**config.mk**
```make
export PLATFORM = sky130hd
export DESIGN_NAME = pipe_gen
export DESIGN_NICKNAME = d
export VERILOG_FILES = /design/src/rtl/flappy_pkg.sv /design/src/rtl/lfsr16.sv /design/src/rtl/pipe_gen.sv
export SDC_FILE = /design/constraint.sdc
export NUM_CORES = 1
export LEC_CHECK = 0
export ABC_CLOCK_PERIOD_IN_PS = 6520
export BUFFER_PORTS_ARGS = -buffer_cell sky130_fd_sc_hd__buf_2
export CORE_ASPECT_RATIO = 2
export CORE_MARGIN = 4
export CORE_UTILIZATION = 60
export DETAILED_ROUTE_END_ITERATION = 6
export MAX_ROUTING_LAYER = met4
export PLACE_DENSITY_LB_ADDON = 0.1
export SYNTH_ARGS = -nofsm -noshare
export SYNTH_HDL_FRONTEND = slang
export SYNTH_HIERARCHICAL = 1
export SYNTH_SLANG_ARGS = --single-unit
```
**constraint.sdc**
```tcl
create_clock -name clk -period 6.52 [get_ports clk]
set_input_delay 0.326 -clock clk [delete_from_list [all_inputs] [get_ports clk]]
set_output_delay 0.326 -clock clk [all_outputs]
set_load 0.01 [all_outputs]
```
**src/rtl/flappy_pkg.sv**
```systemverilog
// Shared types and helpers for the bird/pipe playfield blocks.
package flappy_pkg;

    localparam int unsigned ROWS = 16;
    localparam logic [15:0] LFSR_TAPS = 16'hB400;

    typedef logic [ROWS-1:0] column_t;

    typedef enum logic [1:0] {IDLE, SPACE, PIPE, FROZEN} pipe_state_t;

    // Keep the gap fully on screen with at least one wall row above and below it.
    function automatic logic [3:0] clamp_gap(input logic [3:0] raw, input int unsigned gap_h);
        logic [3:0] hi;
        hi = 4'(15 - gap_h);
        if (raw == 4'd0) begin
            return 4'd1;
        end
        if (raw > hi) begin
            return hi;
        end
        return raw;
    endfunction

    function automatic column_t wall_column(input logic [3:0] gap_lo, input int unsigned gap_h);
        column_t gap_mask;
        gap_mask = ((column_t'(1) << gap_h) - column_t'(1)) << gap_lo;
        return ~gap_mask;
    endfunction

endpackage

```
**src/rtl/lfsr16.sv**
```systemverilog
// 16-bit Galois LFSR; a zero seed is replaced by 1 so the register never locks up.
module lfsr16
    import flappy_pkg::*;
(
    input  logic        clk,
    input  logic        reset,
    input  logic        en,
    input  logic [15:0] seed,
    output logic [15:0] state
);

    logic [15:0] state_d;
    logic [15:0] state_q;

    always_comb begin
        state_d = state_q;
        if (en) begin
            state_d = {1'b0, state_q[15:1]} ^ (state_q[0] ? LFSR_TAPS : 16'h0000);
        end
    end

    always_ff @(posedge clk) begin
        if (reset) begin
            state_q <= (seed == 16'h0000) ? 16'h0001 : seed;
        end else begin
            state_q <= state_d;
        end
    end

    assign state = state_q;

endmodule

```
**src/rtl/pipe_gen.sv**
```systemverilog
// Scrolling pipe column generator at the bird column, with a one-cycle step strobe.
// Define SPEEDUP_EN to shorten the scroll period after every completed pipe.
module pipe_gen
    import flappy_pkg::*;
#(
    parameter int unsigned TICK_DIV   = 25000000,
    parameter int unsigned SPACING    = 6,
    parameter int unsigned PIPE_WIDTH = 2,
    parameter int unsigned GAP_H      = 4,
    parameter logic [15:0] SEED       = 16'hACE1
) (
    input  logic       clk,
    input  logic       reset,
    input  logic       run,
    input  logic       gameover,
    output column_t    pipe,
    output logic       pipe_step,
    output logic [7:0] pipes_passed
);

    localparam int unsigned TW      = $clog2(TICK_DIV);
    localparam int unsigned COL_MAX = (SPACING > PIPE_WIDTH) ? SPACING : PIPE_WIDTH;
    localparam int unsigned CW      = (COL_MAX > 1) ? $clog2(COL_MAX) : 1;

    localparam logic [CW-1:0] SPACE_LAST     = CW'(SPACING - 1);
    localparam logic [CW-1:0] PIPE_LAST      = CW'(PIPE_WIDTH - 1);
    localparam logic [TW-1:0] PERIOD_M1_INIT = TW'(TICK_DIV - 1);

    pipe_state_t   state_d, state_q;
    logic [TW-1:0] tick_d, tick_q;
    logic [CW-1:0] col_d, col_q;
    logic [3:0]    gap_d, gap_q;
    column_t       pipe_d, pipe_q;
    logic          step_d, step_q;
    logic [7:0]    passed_d, passed_q;
    logic [15:0]   lfsr_state;
    logic          lfsr_en;
    logic          unused_lfsr;

`ifdef SPEEDUP_EN
    localparam int unsigned SPEED_DEC      = TICK_DIV / 16;
    localparam int unsigned SPEED_FLOOR_M1 = TICK_DIV / 4 - 1;
    logic [TW-1:0] period_m1_d, period_m1_q;
`else
    logic [TW-1:0] period_m1_q;
    assign period_m1_q = PERIOD_M1_INIT;
`endif

    assign lfsr_en     = run && (state_q != FROZEN);
    assign unused_lfsr = ^lfsr_state[15:4];

    lfsr16 u_lfsr (
        .clk   (clk),
        .reset (reset),
        .en    (lfsr_en),
        .seed  (SEED),
        .state (lfsr_state)
    );

    always_comb begin
        state_d  = state_q;
        tick_d   = tick_q;
        col_d    = col_q;
        gap_d    = gap_q;
        pipe_d   = pipe_q;
        step_d   = 1'b0;
        passed_d = passed_q;
`ifdef SPEEDUP_EN
        period_m1_d = period_m1_q;
`endif
        unique case (state_q)
            IDLE: begin
                if (run) begin
                    state_d = SPACE;
                    tick_d  = '0;
                    col_d   = '0;
                end
            end
            SPACE, PIPE: begin
                // A freeze takes priority over a step due on the same edge.
                if (gameover) begin
                    state_d = FROZEN;
                end else if (run) begin
                    if (tick_q == period_m1_q) begin
                        tick_d = '0;
                        step_d = 1'b1;
                        col_d  = col_q + 1'b1;
                        if (state_q == SPACE) begin
                            pipe_d = '0;
                            if (col_q == SPACE_LAST) begin
                                state_d = PIPE;
                                col_d   = '0;
                                gap_d   = clamp_gap(lfsr_state[3:0], GAP_H);
                            end
                        end else begin
                            pipe_d = wall_column(gap_q, GAP_H);
                            if (col_q == PIPE_LAST) begin
                                state_d = SPACE;
                                col_d   = '0;
                                if (passed_q != 8'hFF) begin
                                    passed_d = passed_q + 8'd1;
                                end
`ifdef SPEEDUP_EN
                                if (32'(period_m1_q) >= SPEED_FLOOR_M1 + SPEED_DEC) begin
                                    period_m1_d = period_m1_q - TW'(SPEED_DEC);
                                end else begin
                                    period_m1_d = TW'(SPEED_FLOOR_M1);
                                end
`endif
                            end
                        end
                    end else begin
                        tick_d = tick_q + 1'b1;
                    end
                end
            end
            FROZEN: begin
            end
        endcase
    end

    always_ff @(posedge clk) begin
        if (reset) begin
            state_q  <= IDLE;
            tick_q   <= '0;
            col_q    <= '0;
            gap_q    <= '0;
            pipe_q   <= '0;
            step_q   <= 1'b0;
            passed_q <= '0;
`ifdef SPEEDUP_EN
            period_m1_q <= PERIOD_M1_INIT;
`endif
        end else begin
            state_q  <= state_d;
            tick_q   <= tick_d;
            col_q    <= col_d;
            gap_q    <= gap_d;
            pipe_q   <= pipe_d;
            step_q   <= step_d;
            passed_q <= passed_d;
`ifdef SPEEDUP_EN
            period_m1_q <= period_m1_d;
`endif
        end
    end

    assign pipe         = pipe_q;
    assign pipe_step    = step_q;
    assign pipes_passed = passed_q;

endmodule

```
==> results of run 1 <==
-- registers in the layout, summed over array words and instances (netlist names) --
name / cells
col_q: 3
pipe_step: 1
u_lfsr/state: 16
tick_q: 25
state_q: 2
pipe: 16
gap_q: 4
pipes_passed: 8
-- worst reg2reg max path, delay by kind of cell (launching register included) --
| kind | cells | cell delay [ns] |
|---|---|---|
| flops | 1 | 0.39 |
| compound gates | 1 | 0.14 |
| buf+inv | 1 | 0.06 |
| fa+ha+maj | 1 | 0.43 |
| simple gates | 3 | 1.31 |
-- metrics by stage --
stage	area (µm²)	total power [mW]
after detailed placement	3860	0.652
after global placement	3860	0.649
final	4170	1.14
after floorplan	3710	0.622
after global routing	4170	1.19
after CTS	4170	1.15
-- synth_stat cells, types with 5 or more instances --
cell type,instances
nor4_2,6
a21oi_1,15
and4_1,7
inv_1,9
and3_1,9
o31ai_1,5
or3_1,10
clkbuf_1,10
nor3_1,5
nor2b_1,7
a22o_1,9
dfxtp_1,59
nand3_1,10
o21ai_0,20
nor2_1,40
xnor2_1,10
nand2_1,25
o2bb2ai_1,6
edfxtp_1,16
ha_1,8
nand4_1,15
mux2_2,13
xor2_1,17
-- cell families (layout without fill, tap and decap cells) --
kind of cell	count (synthesis)	count (layout)	synth area share
XOR/XNOR	27	27	0.0658
flip-flops	75	75	0.462
buffers and inverters	25	54	0.0292
AO/OA/AOI/OAI	66	66	0.119
adder cells (fa/ha/maj)	8	8	0.0279
multiplexers	17	17	0.0519
other	2	32	0.00209
AND/OR/NAND/NOR	151	151	0.242
-- area by class of cell --
| type | count | area share |
|---|---|---|
| Tap cell | 61 | 0.0183 |
| Timing Repair Buffer | 29 | 0.0354 |
| Inverter | 9 | 0.00810 |
| Clock inverter | 4 | 0.0114 |
| Sequential cell | 75 | 0.399 |
| Multi-Input combinational cell | 301 | 0.466 |
| Clock buffer | 12 | 0.0618 |
-- power groups by stage --
| stage | combinational [mW] | sequential [mW] | clock, mW |
|---|---|---|---|
| 6_report | 0.131 | 0.513 | 0.496 |
| 5_1_grt | 0.146 | 0.515 | 0.527 |
| 4_1_cts | 0.131 | 0.513 | 0.508 |
| 3_5_place_dp | 0.129 | 0.522 | 0 |
| 3_3_place_gp | 0.127 | 0.522 | 0 |
| 2_1_floorplan | 0.103 | 0.518 | 0 |
-- cells in the final DEF, fill, tap and decap left out, drive strengths merged, types with 12 or more instances in the layout --
cell    instances
a21oi          15
buf            29
clkbuf         12
conb           32
dfxtp          59
edfxtp         16
mux2           13
nand2          25
nand4          17
nor2           40
o21ai          20
xor2           17
-- per-layer routing --
metal / up-vias / GRT usage / routed length (µm) / part of all wire
met5: - / - / 0 / 0
met4: 0 / 0.122 / 269 / 0.036
li1: 1428 / - / - / -
met1: 1365 / 0.205 / 2730 / 0.37
met2: 42 / 0.397 / 4230 / 0.57
met3: 21 / 0.0478 / 184 / 0.025
-- how the worst max path moves through the flow --
| stage | startpoint | endpoint | slack, ns | depth (start not counted) |
|---|---|---|---|---|
| finish | state_q[0]$_SDFFE_PP0P_ | pipes_passed[5]$_SDFFE_PP0P_ | 4.11 | 6 |
| global route | state_q[0]$_SDFFE_PP0P_ | tick_q[21]$_SDFFE_PP0P_ | 3.93 | 6 |
| CTS | state_q[0]$_SDFFE_PP0P_ | tick_q[15]$_SDFFE_PP0P_ | 4.09 | 6 |
| detailed placement | state_q[0]$_SDFFE_PP0P_ | tick_q[5]$_SDFFE_PP0P_ | 4.10 | 6 |
| global placement | state_q[0]$_SDFFE_PP0P_ | tick_q[4]$_SDFFE_PP0P_ | 4.16 | 6 |
| floorplan | state_q[0]$_SDFFE_PP0P_ | pipes_passed[5]$_SDFFE_PP0P_ | 4.26 | 7 |
==> impl_metrics.json, run 1 <==
{
  "status": "finished, final reports clean",
  "grt_overflow_total": 0,
  "ff2ff_path_depth": 6,
  "path_clk_slew_ns": 0.06,
  "tightest_slew_ns": 0.970,
  "r2r_slack_ns": 4.11,
  "min_path_type": "primary input to flip-flop",
  "grt_max_degree": 46,
  "postRouteAntennaNets": 0,
  "seqPwrFrac": 0.450,
  "timing.rr.start": "state_q[0]$_SDFFE_PP0P_",
  "power.leakage_nw": 1.65,
  "crit_arrival_ns": 2.66,
  "wire_per_inst_um": 15.1,
  "slowest_stage": "or4_4",
  "vias": 2856,
  "place_hpwl_um": 5200,
  "ctsResizeCount": 0,
  "synth_seq_cells": 75,
  "seqCellArea_um2": 1660,
  "fillers": 470,
  "die_w_um": 62.7,
  "ir_drop_uv": 229,
  "hold_depth": 4,
  "multi_input_area_um2": 1940,
  "drtPass1Iterations": 5,
  "core-area_um2": 5760,
  "async_flop_share": 0,
  "grt_pass1_vias": 2773,
  "netlist_instances": 371,
  "die_h_um": 117,
  "grt_pass1_wl_um": 12400,
  "avgSynthCellArea_um2": 9.69,
  "clock.fmax_mhz": 415,
  "worst-path-buf-inv": 1,
  "worstPathRequired_ns": 6.78,
  "pwr-share-clk": 0.435,
  "cp-end-kind": "flip-flop",
  "io_pins": 29,
  "yosysSeqAreaShare": 0.462,
  "gr-usage-all-layers": 0.218,
  "cts_sinks": 75,
  "cp_top_family": "simple AND/OR/NAND/NOR gates",
  "routed_wl_um": 7410,
  "port_buffers": 28,
  "fin_crit_sh": 0.369,
  "slew_viol_final": 0,
  "synth.area.top_cells": "dfxtp_1 (33%), edfxtp_1 (13%), nor2_1 (4.2%)",
  "switching_share": 0.243,
  "min_period_ns": 2.41,
  "maxCapViolations": 0,
  "crit_path_max_incr_delay_ns": 0.65,
  "nets": 437,
  "area_growth_pct": 16.0,
  "final_cells": 491,
  "rsz0062_at_grt": "no",
  "clock_skew_ns": 0.00402,
  "diodes": 0,
  "synth-main-ff-cell": "dfxtp_1",
  "synth_top_area_frac": 0.329,
  "synth_warnings": 6,
  "worstPathCellList": "inv_1 > ha_1 > nand2_1 > or4_4 > or4_1 > a21oi_1",
  "clk_latency_ns": 0.33,
  "cts_root_buffer": "clkbuf_16",
  "whs_endpoint": "col_q[0]$_SDFFE_PP0P_",
  "power.switching_mw": 0.277,
  "worst_hold_slack_ns": 0.411,
  "synth_edf_count": 16,
  "path_class": "flip-flop to flip-flop",
  "power_density_nw_per_um2": 273,
  "finalWorstSetupSlack_ns": 4.11,
  "cts-hold-fix-buffers": 0,
  "clk_path_buf_depth": 2,
  "gp_congestion": 0.922,
  "pre_cts_slack_ns": 4.10,
  "drive_gt1_frac": 0.167,
  "comb_power_share": 0.115,
  "cts_tree": "yes",
  "r2r_end": "pipes_passed[5]$_SDFFE_PP0P_",
  "hold_viol": 0,
  "post_cts_buffers": 0,
  "setup_tns_ns": 0,
  "route.detailed.drc": 0,
  "yosysTopAreaCell": "dfxtp_1",
  "die_area_um2": 7370,
  "grt_antenna_before_repair": 0,
  "p_int_mw": 0.862,
  "crit_fanout": 14,
  "start_util": 0.624,
  "ys_types": 49,
  "numCtsBuffers": 9,
  "place_inst": 475,
  "drt_iter0_markers": 166,
  "max_slew_margin": 0.351,
  "cts_htree_levels": 3,
  "min-delay-start": "run",
  "setup_violations": 0,
  "rows": 39,
  "cp-start-kind": "flip-flop",
  "synthesis.area_um2": 3590,
  "fin_util": 0.724,
  "via_per_inst": 5.82
}
Power figures use the tool's default switching activity.
==> inputs of run 2 (changes only) <==
--- a/config.mk
+++ b/config.mk
@@ -5,11 +5,11 @@
 export SDC_FILE = /design/constraint.sdc
 export NUM_CORES = 1
 export LEC_CHECK = 0
-export ABC_CLOCK_PERIOD_IN_PS = 6520
+export ABC_CLOCK_PERIOD_IN_PS = 2300
 export BUFFER_PORTS_ARGS = -buffer_cell sky130_fd_sc_hd__buf_2
 export CORE_ASPECT_RATIO = 2
 export CORE_MARGIN = 4
-export CORE_UTILIZATION = 60
+export CORE_UTILIZATION = 59
 export DETAILED_ROUTE_END_ITERATION = 6
 export MAX_ROUTING_LAYER = met4
 export PLACE_DENSITY_LB_ADDON = 0.1
==> constraint.sdc (replaced) <==
create_clock -name clk -period 2.3 [get_ports clk]
set_input_delay 0.115 -clock clk [delete_from_list [all_inputs] [get_ports clk]]
set_output_delay 0.115 -clock clk [all_outputs]
set_load 0.01 [all_outputs]
==> impl_metrics.json, run 2 (synthesis results as in run 1) <==
{
  "status": "finished, final reports clean",
  "ir_drop_uv": 469,
  "cts_tree": "yes",
  "rsz0062_at_grt": "no",
  "hold_viol": 0,
  "diodes": 0,
  "cts_sinks": 75,
  "fillers": 465,
  "die_h_um": 118,
  "power.leakage_nw": 1.76,
  "r2r_end": "pipes_passed[5]$_SDFFE_PP0P_",
  "gp_congestion": 0.883,
  "path_class": "flip-flop to flip-flop",
  "grt_pass1_wl_um": 12800,
  "cts-hold-fix-buffers": 0,
  "maxCapViolations": 0,
  "cts_root_buffer": "clkbuf_16",
  "drive_gt1_frac": 0.205,
  "grt_overflow_total": 0,
  "crit_arrival_ns": 2.44,
  "rows": 40,
  "min_period_ns": 2.17,
  "ff2ff_path_depth": 5,
  "core-area_um2": 5960,
  "path_clk_slew_ns": 0.06,
  "largest_register_ffs": 25,
  "io_pins": 29,
  "worstPathRequired_ns": 2.56,
  "clock_skew_ns": 0.00402,
  "drt_iter0_markers": 153,
  "min-delay-start": "reset",
  "port_buffers": 28,
  "place_hpwl_um": 5460,
  "clk_latency_ns": 0.33,
  "cp-end-kind": "flip-flop",
  "slew_viol_final": 0,
  "fin_crit_sh": 0.946,
  "final_common_cell": "dfxtp_1",
  "top_register": "tick_q",
  "drtPass1Iterations": 4,
  "whs_endpoint": "pipe_step$_SDFF_PP0_",
  "r2r_slack_ns": 0.13,
  "grt_max_degree": 26,
  "gr-usage-all-layers": 0.221,
  "power_density_nw_per_um2": 772,
  "cp-start-kind": "flip-flop",
  "die_area_um2": 7480,
  "postRouteAntennaNets": 0,
  "mostFrequentLayoutCells": "dfxtp_1 (58), nor2_1 (40), conb_1 (32)",
  "numCtsBuffers": 9,
  "area_growth_pct": 20.9,
  "final_cells": 511,
  "min_path_type": "primary input to flip-flop",
  "crit_fanout": 14,
  "route.detailed.drc": 0,
  "setup_tns_ns": 0,
  "setup_violations": 0,
  "grt_antenna_before_repair": 0,
  "clk_path_buf_depth": 2,
  "start_util": 0.603,
  "clock.fmax_mhz": 460,
  "vias": 2930,
  "nets": 455,
  "timing.rr.start": "tick_q[8]$_SDFFE_PP0P_",
  "die_w_um": 63.2,
  "routed_wl_um": 7520,
  "grt_pass1_vias": 2910,
  "cts_htree_levels": 3,
  "hold_depth": 2,
  "place_inst": 495,
  "via_per_inst": 5.73,
  "wire_per_inst_um": 14.7
}
-- run 2: changes by cell type in the layout (fill, tap and decap cells not counted), sizes merged --
cell | before | now
bufinv | 1 | 2
buf | 29 | 47
clkbuf | 12 | 11
-- run 2: stage by stage --
stage | setup WS [ns] | util | area, µm² | power, mW | hold slack, ns
2_1_floorplan | 0.0446 | - | 3710 | 1.76 | 0.303
3_3_place_gp | 0.168 | 0.676 | 4030 | 1.90 | 0.443
3_5_place_dp | 0.100 | 0.676 | 4030 | 1.91 | 0.451
4_1_cts | 0.0778 | 0.728 | 4340 | 3.38 | 0.192
5_1_grt | 0.00264 | 0.729 | 4340 | 3.50 | 0.219
6_report | 0.125 | 0.729 | 4340 | 3.35 | 0.210
-- run 2: report_power, final --
group	switching (mW)	internal [mW]	leakage [nW]
registers	0.0444	1.41	0.639
logic	0.255	0.182	0.967
clock network	0.512	0.945	0.150
total	0.811	2.54	1.76
-- run 2: layer usage --
metal / track usage / vias to the layer above / part of all wire
li1: - / 1464 / -
met2: 0.408 / 46 / 0.58
met3: 0.0580 / 13 / 0.023
met5: - / - / 0
met1: 0.204 / 1407 / 0.37
met4: 0.104 / 0 / 0.028
-- run 2: area by class of cell --
cell class                      count  area (µm²)  share of cell area
Sequential cell                    75        1660               0.383
Timing Repair Buffer               47         308              0.0709
Tap cell                           63        78.8              0.0182
Multi-Input combinational cell    301        1950               0.449
Inverter                            9        33.8             0.00778
Clock inverter                      5        77.6              0.0179
Clock buffer                       11         233              0.0536
-- run 2: timing repair --
item / CTS / global route
gates resized for setup: 0 / 2
buffers inserted: 0 / 0
hold endpoints to repair: 0 / 0
setup endpoints to repair: 0 / 6
-- run 2: worst max path at each step --
stage / start / slack [ns] / to / cells past startpoint
3_3_place_gp: state_q[0]$_SDFFE_PP0P_ / 0.17 / pipes_passed[5]$_SDFFE_PP0P_ / 6
6_report: tick_q[8]$_SDFFE_PP0P_ / 0.13 / pipes_passed[5]$_SDFFE_PP0P_ / 5
2_1_floorplan: state_q[0]$_SDFFE_PP0P_ / 0.04 / pipes_passed[5]$_SDFFE_PP0P_ / 7
3_5_place_dp: state_q[0]$_SDFFE_PP0P_ / 0.10 / tick_q[23]$_SDFFE_PP0P_ / 7
5_1_grt: tick_q[8]$_SDFFE_PP0P_ / 0.003 / pipes_passed[7]$_SDFFE_PP0P_ / 5
4_1_cts: state_q[0]$_SDFFE_PP0P_ / 0.08 / tick_q[23]$_SDFFE_PP0P_ / 7
-- run 2: worst max-delay path, stage by stage (launching register included) --
cell and delay, ns:
dfxtp_1 0.35, nor4_2 0.33, nand4_2 0.14, or4_4 0.64, or4_1 0.49, a21oi_1 0.15
==> inputs of run 3 (changes only) <==
--- a/config.mk
+++ b/config.mk
@@ -5,11 +5,11 @@
 export SDC_FILE = /design/constraint.sdc
 export NUM_CORES = 1
 export LEC_CHECK = 0
-export ABC_CLOCK_PERIOD_IN_PS = 2300
+export ABC_CLOCK_PERIOD_IN_PS = 2600
 export BUFFER_PORTS_ARGS = -buffer_cell sky130_fd_sc_hd__buf_2
 export CORE_ASPECT_RATIO = 2
 export CORE_MARGIN = 4
-export CORE_UTILIZATION = 59
+export CORE_UTILIZATION = 60
 export DETAILED_ROUTE_END_ITERATION = 6
 export MAX_ROUTING_LAYER = met4
 export PLACE_DENSITY_LB_ADDON = 0.1
==> constraint.sdc (replaced) <==
create_clock -name clk -period 2.6 [get_ports clk]
set_input_delay 0.13 -clock clk [delete_from_list [all_inputs] [get_ports clk]]
set_output_delay 0.13 -clock clk [all_outputs]
set_load 0.01 [all_outputs]
==> impl_metrics.json, run 3 (synthesis results as in run 1) <==
{
  "drive_gt1_frac": 0.195,
  "start_util": 0.624,
  "fin_util": 0.746,
  "min_path_type": "primary input to flip-flop",
  "diodes": 0,
  "grt_max_degree": 26,
  "rows": 39,
  "path_class": "flip-flop to flip-flop",
  "total_power_mw": 2.99,
  "vias": 2903,
  "routed_wl_um": 7430,
  "wire_per_inst_um": 14.8,
  "place_hpwl_um": 5430,
  "crit_arrival_ns": 2.56,
  "tightest_slew_ns": 0.514,
  "grt_pass1_wl_um": 12700,
  "numCtsBuffers": 9,
  "maxCapViolations": 0,
  "largest_register_ffs": 25,
  "die_area_um2": 7370,
  "fin_crit_sh": 0.883,
  "cts_root_buffer": "clkbuf_16",
  "status": "finished, final reports clean",
  "cts_htree_levels": 3,
  "port_buffers": 28,
  "power.leakage_nw": 1.73,
  "clock_skew_ns": 0.00512,
  "gp_congestion": 0.884,
  "cp-start-kind": "flip-flop",
  "nets": 449,
  "clk_latency_ns": 0.33,
  "max_slew_margin": 0.655,
  "cts_sinks": 75,
  "postRouteAntennaNets": 0,
  "final_common_cell": "dfxtp_1",
  "top_register": "tick_q",
  "grt_antenna_before_repair": 0,
  "area_growth_pct": 19.6,
  "drt_iter0_markers": 116,
  "worstPathRequired_ns": 2.86,
  "ir_drop_uv": 576,
  "power_density_nw_per_um2": 696,
  "die_w_um": 62.7,
  "drtPass1Iterations": 6,
  "cts-hold-fix-buffers": 0,
  "rsz0062_at_grt": "no",
  "via_per_inst": 5.77,
  "hold_viol": 0,
  "worst_hold_slack_ns": 0.205,
  "clk_path_buf_depth": 2,
  "grt_pass1_vias": 2832,
  "setup_violations": 0,
  "post_cts_buffers": 0,
  "cts_tree": "yes",
  "die_h_um": 117,
  "io_pins": 29,
  "ff2ff_path_depth": 6,
  "hold_depth": 4,
  "core-area_um2": 5760,
  "gr-usage-all-layers": 0.223,
  "fillers": 424,
  "mostFrequentLayoutCells": "dfxtp_1 (59), nor2_1 (40), conb_1 (32)",
  "path_clk_slew_ns": 0.06,
  "cp-end-kind": "flip-flop",
  "ctsResizeCount": 0,
  "route.detailed.drc": 0,
  "grt_overflow_total": 0,
  "clock.fmax_mhz": 436,
  "setup_tns_ns": 0,
  "crit_fanout": 14,
  "slew_viol_final": 0,
  "min_period_ns": 2.29
}
-- run 3: changes by cell type in the layout (fill, tap and decap cells not counted) --
| cell | delta |
|---|---|
| dfxtp_2 | -1 |
| clkbuf_1 | -2 |
| bufinv_16 | -1 |
| clkinv_4 | +1 |
| buf_12 | -1 |
| nand3_1 | +1 |
| nand3_2 | -1 |
| dfxtp_1 | +1 |
| buf_4 | -5 |
| clkbuf_16 | +2 |
-- run 3: metal layers --
metal,routed length [µm],global-route usage
met1,2700,0.212
met2,4220,0.404
met3,217,0.0468
met4,292,0.130
met5,0,-
-- run 3: final cells by class --
| cell class | instances | area (µm²) | share of cell area |
|---|---|---|---|
| multi-input combinational | 301 | 1940 | 0.452 |
| clock buffer | 11 | 275 | 0.0640 |
| timing repair buffer | 41 | 250 | 0.0582 |
| clock inverter | 5 | 56.3 | 0.0131 |
| inverter | 9 | 33.8 | 0.00786 |
| sequential | 75 | 1660 | 0.387 |
| tap | 61 | 76.3 | 0.0178 |
-- run 3: critical path, cell delays in order (launching register included) --
cell,delay (ns)
dfxtp_1,0.40
inv_1,0.06
ha_1,0.36
nand2_1,0.13
or4_4,0.64
or4_1,0.50
a21oi_1,0.15
-- run 3: per-stage QoR --
stage	area [µm²]	cells	setup WS, ns
2_1_floorplan	3710	401	0.345
3_3_place_gp	3970	487	0.349
3_5_place_dp	3970	487	0.311
4_1_cts	4300	503	0.299
5_1_grt	4300	503	0.182
6_report	4300	503	0.305
-- run 3: worst paths after layout --
| kind | start | end | slack, ns |
|---|---|---|---|
| max | state_q[0]$_SDFFE_PP0P_ | pipes_passed[5]$_SDFFE_PP0P_ | 0.31 |
| min | gameover | col_q[0]$_SDFFE_PP0P_ | 0.20 |
| max reg2reg | state_q[0]$_SDFFE_PP0P_ | pipes_passed[5]$_SDFFE_PP0P_ | 0.31 |
| min reg2reg | pipe[14]$_SDFFE_PP0P_ | pipe[14]$_SDFFE_PP0P_ | 0.46 |
-- run 3: power by group --
group          leakage (nW)  switching, mW  internal [mW]  total [mW]
clock network         0.162          0.468          0.857        1.32
logic                 0.931          0.229          0.151       0.380
registers             0.639         0.0368           1.25        1.28
total                  1.73          0.734           2.26        2.99
